[config.mk]
export PLATFORM = sky130hd
export DESIGN_NAME = ysyx_22050019_axi_rd_arbiter_flat
export DESIGN_NICKNAME = d
export VERILOG_FILES = /design/src/rtl/ysyx_22050019_axi_rd_arbiter_if.sv /design/src/rtl/ysyx_22050019_axi_rd_arbiter.sv /design/src/flat_wrapper.sv
export SDC_FILE = /design/constraint.sdc
export NUM_CORES = 1
export LEC_CHECK = 0
export CAP_MARGIN = 10
export CORE_AREA = 2 2 159 161
export CTS_CLUSTER_SIZE = 8
export DETAILED_ROUTE_END_ITERATION = 16
export DIE_AREA = 0 0 161 163
export GPL_TIMING_DRIVEN = 1
export RECOVER_POWER = 100
export SLEW_MARGIN = 40
export SYNTH_ARGS = -nofsm -noshare
export SYNTH_HDL_FRONTEND = slang
export SYNTH_SLANG_ARGS = --single-unit
[constraint.sdc]
create_clock -name clk -period 2 [get_ports clk]
set_clock_uncertainty 0.1 [all_clocks]
set_input_delay 0.5 -clock clk [delete_from_list [all_inputs] [get_ports clk]]
set_output_delay 0.5 -clock clk [all_outputs]
set_load 0.1 [all_outputs]
[src/rtl/ysyx_22050019_axi_rd_arbiter_if.sv]
// ============================================================================
// Module      : ysyx_22050019_axi_rd_arbiter_if
// Description : Single-beat AXI4-Lite-style read channel bundle (AR + R).
// Revision    : 1.0 - initial release
// ============================================================================
`default_nettype none

interface ysyx_22050019_axi_rd_arbiter_if #(
    parameter int ADDR_W = 64,
    parameter int DATA_W = 64
);
    logic [ADDR_W-1:0] araddr;
    logic              arvalid;
    logic              arready;
    logic [DATA_W-1:0] rdata;
    logic [1:0]        rresp;
    logic              rvalid;
    logic              rready;

    // Side that issues reads (IFU/LSU, or the arbiter toward memory).
    modport master (
        output araddr, arvalid, rready,
        input  arready, rdata, rresp, rvalid
    );

    // Side that serves reads (memory, or the arbiter toward IFU/LSU).
    modport slave (
        input  araddr, arvalid, rready,
        output arready, rdata, rresp, rvalid
    );
endinterface

`default_nettype wire

[src/rtl/ysyx_22050019_axi_rd_arbiter.sv]
// ============================================================================
// Module      : ysyx_22050019_axi_rd_arbiter
// Description : Two-master (IFU=m0, LSU=m1) to one-slave single-outstanding
//               read arbiter. Define AXI_ARB_RR_EN for round-robin, otherwise
//               fixed priority with the LSU winning.
// Revision    : 1.0 - initial release
// ============================================================================
`default_nettype none

module ysyx_22050019_axi_rd_arbiter #(
    parameter int ADDR_W = 64,
    parameter int DATA_W = 64
) (
    input  wire logic                     clk,
    input  wire logic                     rst_n,   // active-high despite the name
    ysyx_22050019_axi_rd_arbiter_if.slave  m0,
    ysyx_22050019_axi_rd_arbiter_if.slave  m1,
    ysyx_22050019_axi_rd_arbiter_if.master s,
    output logic                          busy
);

    typedef enum logic [1:0] {
        ST_IDLE = 2'd0,
        ST_ADDR = 2'd1,
        ST_DATA = 2'd2
    } state_e;

    state_e state_q, state_d;
    logic   grant_q, grant_d;
    logic   last_q,  last_d;

    logic [ADDR_W-1:0] w_g_araddr;
    logic              w_g_arvalid;
    logic              w_g_rready;
    logic              w_pick;
    logic              w_in_addr;
    logic              w_in_data;
    logic              w_r0_sel;
    logic              w_r1_sel;
    logic [DATA_W-1:0] w_zero_data;

    always_ff @(posedge clk or posedge rst_n) begin
        if (rst_n) begin
            state_q <= ST_IDLE;
            grant_q <= 1'b0;
            last_q  <= 1'b1;
        end else begin
            state_q <= state_d;
            grant_q <= grant_d;
            last_q  <= last_d;
        end
    end

    assign w_g_araddr  = grant_q ? m1.araddr  : m0.araddr;
    assign w_g_arvalid = grant_q ? m1.arvalid : m0.arvalid;
    assign w_g_rready  = grant_q ? m1.rready  : m0.rready;

`ifdef AXI_ARB_RR_EN
    assign w_pick = (m0.arvalid & m1.arvalid) ? ~last_q : m1.arvalid;
`else
    assign w_pick = m1.arvalid;
`endif

    always_comb begin
        state_d = state_q;
        grant_d = grant_q;
        last_d  = last_q;
        case (state_q)
            ST_IDLE: begin
                if (m0.arvalid | m1.arvalid) begin
                    state_d = ST_ADDR;
                    grant_d = w_pick;
                end
            end
            ST_ADDR: begin
                // A granted master that drops arvalid keeps its grant.
                if (w_g_arvalid & s.arready) begin
                    state_d = ST_DATA;
                end
            end
            ST_DATA: begin
                if (s.rvalid & w_g_rready) begin
                    state_d = ST_IDLE;
`ifdef AXI_ARB_RR_EN
                    last_d  = grant_q;
`endif
                end
            end
            default: begin
                state_d = ST_IDLE;
            end
        endcase
    end

    // Routing depends only on registered state, so IDLE has no arvalid->s_* path.
    assign w_in_addr   = (state_q == ST_ADDR);
    assign w_in_data   = (state_q == ST_DATA);
    assign w_r0_sel    = w_in_data & ~grant_q;
    assign w_r1_sel    = w_in_data &  grant_q;
    assign w_zero_data = '0;

    assign s.araddr  = w_in_addr ? w_g_araddr : '0;
    assign s.arvalid = w_in_addr & w_g_arvalid;
    assign s.rready  = w_in_data & w_g_rready;

    assign m0.arready = w_in_addr & ~grant_q & s.arready;
    assign m1.arready = w_in_addr &  grant_q & s.arready;

    assign m0.rvalid = w_r0_sel & s.rvalid;
    assign m0.rdata  = w_r0_sel ? s.rdata : w_zero_data;
    assign m0.rresp  = w_r0_sel ? s.rresp : 2'b00;

    assign m1.rvalid = w_r1_sel & s.rvalid;
    assign m1.rdata  = w_r1_sel ? s.rdata : w_zero_data;
    assign m1.rresp  = w_r1_sel ? s.rresp : 2'b00;

    assign busy = (state_q != ST_IDLE);

endmodule

`default_nettype wire

[src/flat_wrapper.sv]
// flat-port wrapper written by rule: the top's interface ports become plain ports
module ysyx_22050019_axi_rd_arbiter_flat 
#(
    parameter int ADDR_W = 64,
    parameter int DATA_W = 64
)
  (clk, rst_n, busy, m0_araddr, m0_arvalid, m0_rready, m0_arready, m0_rdata, m0_rresp, m0_rvalid, m1_araddr, m1_arvalid, m1_rready, m1_arready, m1_rdata, m1_rresp, m1_rvalid, s_araddr, s_arvalid, s_rready, s_arready, s_rdata, s_rresp, s_rvalid);
  ysyx_22050019_axi_rd_arbiter_if #(.ADDR_W(ADDR_W), .DATA_W(DATA_W)) m0_i ();
  ysyx_22050019_axi_rd_arbiter_if #(.ADDR_W(ADDR_W), .DATA_W(DATA_W)) m1_i ();
  ysyx_22050019_axi_rd_arbiter_if #(.ADDR_W(ADDR_W), .DATA_W(DATA_W)) s_i ();
  input  wire logic clk;
  input  wire logic rst_n;
  output logic busy;
  input wire logic [$bits(m0_i.araddr)-1:0] m0_araddr;
  input wire logic [$bits(m0_i.arvalid)-1:0] m0_arvalid;
  input wire logic [$bits(m0_i.rready)-1:0] m0_rready;
  output wire logic [$bits(m0_i.arready)-1:0] m0_arready;
  output wire logic [$bits(m0_i.rdata)-1:0] m0_rdata;
  output wire logic [$bits(m0_i.rresp)-1:0] m0_rresp;
  output wire logic [$bits(m0_i.rvalid)-1:0] m0_rvalid;
  input wire logic [$bits(m1_i.araddr)-1:0] m1_araddr;
  input wire logic [$bits(m1_i.arvalid)-1:0] m1_arvalid;
  input wire logic [$bits(m1_i.rready)-1:0] m1_rready;
  output wire logic [$bits(m1_i.arready)-1:0] m1_arready;
  output wire logic [$bits(m1_i.rdata)-1:0] m1_rdata;
  output wire logic [$bits(m1_i.rresp)-1:0] m1_rresp;
  output wire logic [$bits(m1_i.rvalid)-1:0] m1_rvalid;
  output wire logic [$bits(s_i.araddr)-1:0] s_araddr;
  output wire logic [$bits(s_i.arvalid)-1:0] s_arvalid;
  output wire logic [$bits(s_i.rready)-1:0] s_rready;
  input wire logic [$bits(s_i.arready)-1:0] s_arready;
  input wire logic [$bits(s_i.rdata)-1:0] s_rdata;
  input wire logic [$bits(s_i.rresp)-1:0] s_rresp;
  input wire logic [$bits(s_i.rvalid)-1:0] s_rvalid;
  assign m0_i.araddr = m0_araddr;
  assign m0_i.arvalid = m0_arvalid;
  assign m0_i.rready = m0_rready;
  assign m0_arready = m0_i.arready;
  assign m0_rdata = m0_i.rdata;
  assign m0_rresp = m0_i.rresp;
  assign m0_rvalid = m0_i.rvalid;
  assign m1_i.araddr = m1_araddr;
  assign m1_i.arvalid = m1_arvalid;
  assign m1_i.rready = m1_rready;
  assign m1_arready = m1_i.arready;
  assign m1_rdata = m1_i.rdata;
  assign m1_rresp = m1_i.rresp;
  assign m1_rvalid = m1_i.rvalid;
  assign s_araddr = s_i.araddr;
  assign s_arvalid = s_i.arvalid;
  assign s_rready = s_i.rready;
  assign s_i.arready = s_arready;
  assign s_i.rdata = s_rdata;
  assign s_i.rresp = s_rresp;
  assign s_i.rvalid = s_rvalid;
  ysyx_22050019_axi_rd_arbiter #(.ADDR_W(ADDR_W), .DATA_W(DATA_W)) u_core (.clk(clk), .rst_n(rst_n), .m0(m0_i), .m1(m1_i), .s(s_i), .busy(busy));
endmodule
# Word level (Yosys, flattened, before mapping)
# Cells that the tools add are included.
[classes]
n_addsub = 0
mux = 12
reduce_logical = 4
n_div = 0
n_shift = 0
order_cmp = 0
eq_ne = 5
n_bitwise = 14
mul = 0
[ops]
columns = ["operator", "n"]
rows = [
  ["$mux 64", 4],
  ["$and 1x1->1", 12],
  ["$mux 2", 5],
  ["$pmux 2 s3", 1],
  ["$ne 2x2->1 const B", 2],
  ["$reduce_and 3->1", 1],
  ["$eq 2x1->1 const B", 1],
  ["$eq 2x2->1 const B", 1],
  ["$logic_not 2->1", 1],
  ["$mux 1", 2],
  ["$ne 2x1->1 const B", 1],
  ["$reduce_and 2->1", 1],
  ["$reduce_bool 2->1", 1],
  ["$not 1->1", 1],
  ["$or 1x1->1", 1],
]
[totals]
ff_bits = 3
ram_bits = 0
latch_bits = 0
n_memories = 0
rom_bits = 0
word_cells = 37

# Depth between registers and ports, before layout
# Gate-level depths: netlist of run 1.
[depth]
depth_word = 4
depth_mapped = 6
depth_no_buf = 3

# Worst setup path before layout of run 1
# OpenSTA, ideal clock, no wires.
[synth_timing]
kind = "register to output"
startpoint = "register u_core.state_q[1]"
endpoint = "output port m0_arready"
path_buffers = 1
slack_ps = -1345
arrival_time_ps = 2745
stages_incl_launch_ff = 4
t_required_ps = 1400
cell_sequence = "dfrtp_1 nand2b_1 buf_6 nor3_1"
[synth_via]
elab_chain_len = 3
[synth_rtl]
columns = ["item", "line_no", "source"]
rows = [
  ["start: declaration", "ysyx_22050019_axi_rd_arbiter.sv:28", "state_e state_q, state_d;"],
  ["start signal: assignment", "ysyx_22050019_axi_rd_arbiter.sv:48", "state_q <= state_d;"],
  ["$eq 2x1->1", "ysyx_22050019_axi_rd_arbiter.sv:96", "assign w_in_addr = (state_q == ST_ADDR);"],
  ["$and 1x1->1 (2 in series)", "ysyx_22050019_axi_rd_arbiter.sv:106", "assign m0.arready = w_in_addr & ~grant_q & s.arready;"],
  ["end: declaration", "flat_wrapper.sv:17", "output wire logic [$bits(m0_i.arready)-1:0] m0_arready;"],
]
# No other way between the ends.

# Final worst setup path of run 1
[layout_timing]
startpoint = "register u_core.state_q[0]"
endpoint = "output port m1_rdata[50]"
[layout_via]
elab_chain_len = 3
[layout_rtl]
columns = ["item", "line_no", "source"]
rows = [
  ["$eq 2x2->1", "ysyx_22050019_axi_rd_arbiter.sv:97", "assign w_in_data = (state_q == ST_DATA);"],
  ["$and 1x1->1", "ysyx_22050019_axi_rd_arbiter.sv:99", "assign w_r1_sel = w_in_data & grant_q;"],
  ["$mux 64", "ysyx_22050019_axi_rd_arbiter.sv:114", "assign m1.rdata = w_r1_sel ? s.rdata : w_zero_data;"],
  ["end: declaration", "flat_wrapper.sv:25", "output wire logic [$bits(m1_i.rdata)-1:0] m1_rdata;"],
]
# No other way between the ends.

==> run_results.csv, run 1 <==
group,metric,value,unit
routing,viasPerCell,3.64,
synthesis,synth-seq-cells,3,
critical_path,r2r-start,"u_core.grant_q",
synthesis,ys_seq_area_frac,0.0399,
synthesis,synth_top_area_share,0.445,
place,pre_cts_slack,-187,ps
routing,firstDrtPassIters,4,
place,dpl.hpwl,14100,um
routing,totalWireLength,18200,um
power,power_leakage,0.00426,uW
synthesis,synth_fp_nets,455,
critical_path,endpoint_kind,"primary output",
sta,hold_slack,447,ps
sta,slew_viol_final,0,
synthesis,yosysMostFrequentCell,"and2_1",
cts,cts-root-buf,"clkbuf_16",
cts,clk_pin_slew,30,ps
critical_path,ff2ff_setup_slack,440,ps
cells_and_area,area_growth,439,%
synthesis,synthArstFlopShare,1.00,
global_routing,grt_max_degree,37,
critical_path,arrival,1670,ps
synthesis,ys_top_cells_by_area,"and2_1 (45%), a22o_1 (30%), buf_6 (8.4%), dfrtp_1 (4.0%), nor2_8 (2.1%)",
cts,clock_latency,230,ps
cells_and_area,design_area,10200,sq um
critical_path,start_kind,"register",
cts,clock_path_buffers,2,
critical_path,critPathLaunch,"u_core.state_q[0]",
routing,wl_per_cell,17.7,um
synthesis,ys_warn_count,0,
floorplanning,dieArea,26200,sq um
floorplanning,rows,58,
routing,drc,0,
synthesis,synthFlopType,"dfrtp_1",
synthesis,synth-edff-count,0,
routing,ant_nets,0,
floorplanning,initial_core_util,0.0763,
cells_and_area,fin_util,0.411,
synthesis,synthCells,253,
synthesis,synth_cell_type_count,21,
global_routing,first_global_vias,3951,
cells_and_area,layout.cells.non_filler,1023,
power,powerDensity,1720,nW/um^2
run_status,violations,"negative setup slack",
cts,holdBufCountCts,0,
floorplanning,core,24700,sq um
synthesis,synthTopCellsByCount,"and2_1 (134), a22o_1 (65), buf_6 (14)",
power,ir_drop,0.00115,V
synthesis,yosysTopAreaCell,"and2_1",
sta,fin_crit,2270,ps
cts,cts.sinks,3,
cells_and_area,drive_gt1_frac,0.691,
synthesis,synth_area,1880,sq um
sta,rsz0062_at_grt,"true",
routing,drt_iter0_drc,106,
sta,hold_violations,0,
sta,max_freq,441,MHz
cells_and_area,n_antenna_cell,0,
run_status,status,"finished, violations left",
critical_path,worstPathMaxFanout,11,
global_routing,grt_use_total,0.118,
sta,setup_viol,200,
floorplanning,fp.dieW,161,um
critical_path,rr_endpoint,"u_core.state_q[1]",
sta,tightest_slew,296,ps
critical_path,crit_type,"reg2out",
sta,setup_ws,-266,ps
place,io_buffers,404,
critical_path,ff2ff_path_depth,5,
place,place.gp.congestion,0.744,
global_routing,grt-ovfl-total,0,
floorplanning,io_pins,405,
synthesis,post_synth.cell_area_avg,7.44,sq um
global_routing,grt_pass1_wl,23900,um
cts,cts_tree,"done",
flow_run,drv_cap,0,
floorplanning,die_y,163,um
place,placed_cell_area,9220,sq um
sta,finalCritPeriodShare,1.13,
global_routing,antenna_found_initial,0,
cts,htree_num_levels,1,
critical_path,required,1400,ps
routing,vias,3720,
cells_and_area,nets,896,
cts,cts_buffers,3,
place,place_inst,985,
sta,maxSlewHeadroom,0.802,
critical_path,worstSetupEndpoint,"m1_rdata[50]",
worst_hold_path,hold_class,"reg2reg",
[per-stage QoR]
stage | total power, uW | TNS, ps
after global routing | 17900 | -51800
after CTS | 16800 | -40540
final | 17500 | -40870
after global placement | 15700 | -7140
after floorplan | 10300 | -233
after detailed placement | 15800 | -7490
[critical path, cell delays in order, from the launching register on]
cell and delay (ps):
dfrtp_1 410, nand2b_4 210, nor2_4 130, buf_12 170
clkbuf_16 180, and2_4 150, buf_12 160
[metal layers]
metal  track usage  vias to the layer above  wire, um
met1         0.121                     1734      6070
met2         0.235                      219     10200
met5             0                        -         0
met4        0.0191                        0       144
met3        0.0385                        7      1700
li1              -                     1760         -
[area by class of cell]
class,count,area [sq um]
inverters,4,20.0
clock buffers,4,78.8
multi-input cells,218,2500
repair buffers,464,7060
fillers,2289,14500
flip-flops and latches,3,76.3
well taps,330,413
[cells by family after synthesis]
logic type             synth area share
buffers and inverters             0.128
AO/OA/AOI/OAI                     0.311
multiplexers                     0.0106
AND/OR/NAND/NOR                   0.511
flip-flops                       0.0399
[layout by cell type (no fill, tap or decap), drive strengths merged]
cell type      synthesis  routed
nor2b                  1       1
nand2b                 2       2
mux2i                  2       2
dfrtp                  3       3
a211oi                 1       1
dlygate4sd2            0       2
nor3                   3       3
dlygate4sd3            0       1
o32ai                  1       1
clkbuf                12      16
nor2                   8       8
nand2                  1       1
dlymetal6s2s           0       1
and2                 134     134
buf                   16     251
inv                    4       3
clkinv                 0       1
clkdlybuf4s50          0     197
a22o                  65      65
[what timing repair did]
action / 4_1_cts / 5_1_grt
setup endpoints to repair: 202 / 202
endpoints found under the hold margin: 0 / 0
setup buffers: 7 / 9
gates resized for setup: 51 / 55
gates cloned: 4 / 15
pin swaps: 23 / 59
[report_power, final]
| group | internal [uW] | switching [uW] |
|---|---|---|
| clock network | 263 | 58.1 |
| logic | 6980 | 10000 |
| registers | 92.0 | 46.4 |
[worst min-delay path by stage]
stage / start / endpoint / cells past startpoint
4_1_cts: rst_n / u_core.grant_q / 2
2_1_floorplan: rst_n / u_core.grant_q / 1
3_5_place_dp: u_core.state_q[1] / u_core.state_q[0] / 2
5_1_grt: u_core.state_q[1] / u_core.state_q[0] / 2
6_report: u_core.state_q[1] / u_core.state_q[0] / 2
3_3_place_gp: u_core.state_q[1] / u_core.state_q[0] / 2
[registers in the layout, indices dropped and copies added (netlist names)]
signal / flops
u_core.state_q: 2
u_core.grant_q: 1
Power figures use the tool's default switching activity.
==> run 2, diff against run 1 <==
Clock period 2 ns to 2.7 ns, I/O delays scaled along.
==> run 2 against run 1 <==
Effect of this change:
- the run now ends clean
- die area did not move
- combinational power fell by 44%
- clock power fell by 26%
- count of clock-buffer cells in the layout did not move
- flip-flop and latch count did not move
- critical path depth fell by 2
- critical path type is now in2out
- critical endpoint is now s_arvalid
==> run_results.csv, run 2 (synthesized netlist as in run 1, its figures left out) <==
group,metric,value,unit
power,ir_drop,0.000666,V
floorplanning,rows,58,
cells_and_area,area_growth,319,%
cts,cts-root-buf,"clkbuf_16",
cts,cts.sinks,3,
global_routing,antenna_found_initial,0,
place,pre_cts_slack,119,ps
sta,fin_crit,2640,ps
cts,clock_latency,220,ps
critical_path,arrival,1860,ps
global_routing,grt_max_degree,68,
sta,max_freq,379,MHz
power,powerDensity,1250,nW/um^2
floorplanning,fp.dieW,161,um
sta,slew_viol_final,0,
cts,htree_num_levels,1,
global_routing,grt_pass1_wl,22000,um
place,place.gp.congestion,0.730,
sta,finalCritPeriodShare,0.977,
floorplanning,initial_core_util,0.0763,
routing,drt_iter0_drc,180,
place,place_inst,980,
critical_path,worstPathMaxFanout,3,
critical_path,crit_type,"in2out",
cells_and_area,top_register,"u_core.state_q",
global_routing,grt-ovfl-total,0,
routing,drc,0,
cells_and_area,drive_gt1_frac,0.362,
power,p_int,3030,uW
cells_and_area,regArea,75.1,sq um
sta,setup_ws,61.5,ps
sta,rsz0062_at_grt,"false",
floorplanning,core,24700,sq um
sta,hold_slack,465,ps
place,dpl.hpwl,13100,um
routing,viasPerCell,3.58,
power,power.share.combinational,0.965,
power,power_leakage,0.00312,uW
power,p_clk_frac,0.024,
flow_run,drv_cap,0,
critical_path,endpoint_kind,"primary output",
cts,clock_path_buffers,2,
cts,cts_buffers,3,
global_routing,first_global_vias,3757,
cells_and_area,nets,857,
cts,clk_pin_slew,30,ps
routing,ant_nets,0,
critical_path,critPathSlowestCell,"dlygate4sd3_1",
routing,totalWireLength,15300,um
routing,vias,3520,
worst_hold_path,hold_class,"reg2reg",
power,switchingPower,6820,uW
cells_and_area,final_common_cell,"clkdlybuf4s50_1",
cells_and_area,top_regs,"u_core.state_q (2), u_core.grant_q (1)",
cts,cts_tree,"done",
critical_path,start_kind,"primary input",
sta,hold_violations,0,
power,switching_share,0.692,
cells_and_area,multi_input_area,1580,sq um
cells_and_area,layout.cells.non_filler,984,
cells_and_area,design_area,7890,sq um
floorplanning,dieArea,26200,sq um
critical_path,crit_chain,"dlygate4sd3_1, mux2i_1, nor2_1, buf_12",
floorplanning,die_y,163,um
routing,firstDrtPassIters,4,
sta,setup_tns,0,ps
sta,tightest_slew,558,ps
critical_path,required,1920,ps
cells_and_area,n_antenna_cell,0,
sta,maxSlewHeadroom,0.630,
floorplanning,io_pins,405,
routing,wl_per_cell,15.5,um
global_routing,grt_use_total,0.107,
place,placed_cell_area,8360,sq um
sta,setup_viol,0,
place,io_buffers,404,
cells_and_area,largest_register_ffs,2,
critical_path,cp_slowest_stage_delay,580,ps
run_status,status,"finished, final reports clean",
cells_and_area,fill_cells,2555,
power,pwr-share-seq,0.011,
cells_and_area,layout_common_cells,"clkdlybuf4s50_1 (199), buf_12 (145), and2_0 (130)",
==> run 2: metrics by stage <==
| stage | power [uW] | util |
|---|---|---|
| global route | 10100 | 0.320 |
| finish | 9850 | 0.320 |
| CTS | 11000 | 0.342 |
| detailed placement | 10800 | 0.339 |
| floorplan | 6740 | - |
| global placement | 10800 | 0.339 |
==> run 2: worst paths after layout <==
check	slack, ps	cells after the start	end	startpoint
max reg2reg	1000	4	u_core.state_q[0]	u_core.grant_q
max	60	4	s_arvalid	m0_arvalid
max in group asynchronous	1680	2	u_core.grant_q	rst_n
min in group asynchronous	680	2	u_core.state_q[0]	rst_n
min	470	2	u_core.state_q[0]	u_core.state_q[1]
min reg2reg	470	2	u_core.state_q[0]	u_core.state_q[1]
==> run 2: worst max-delay path, delay by kind of cell <==
family / cells / cell delay, ps
buf+inv: 2 / 760
mux: 1 / 280
simple gates: 1 / 130
==> run 2: final cells by class <==
cell class / instances / share of cell area
timing repair buffer: 425 / 0.726
sequential: 3 / 0.00951
clock buffer: 4 / 0.00999
tap: 330 / 0.0523
inverter: 4 / 0.00222
multi-input combinational: 218 / 0.200
==> run 2: per-layer routing <==
metal	track usage	wire, um	vias to the layer above
met4	0.0130	108	0
met5	0	0	-
met2	0.189	7630	245
li1	-	-	1673
met3	0.0446	1910	6
met1	0.124	5600	1596
==> run 2: repair_timing <==
action | in CTS | in global routing
hold buffers | 0 | 0
hold endpoints to repair | 0 | 0
endpoints found under the setup margin | 1 | 0
setup buffers | 0 | 0
gates resized for setup | 1 | 0
==> run 2: power groups by stage <==
stage | Sequential, uW | Clock (uW) | Combinational, uW
2_1_floorplan | 84.4 | 0 | 6650
5_1_grt | 112 | 247 | 9760
6_report | 108 | 237 | 9500
4_1_cts | 108 | 241 | 10700
3_3_place_gp | 105 | 0 | 10600
3_5_place_dp | 105 | 0 | 10700
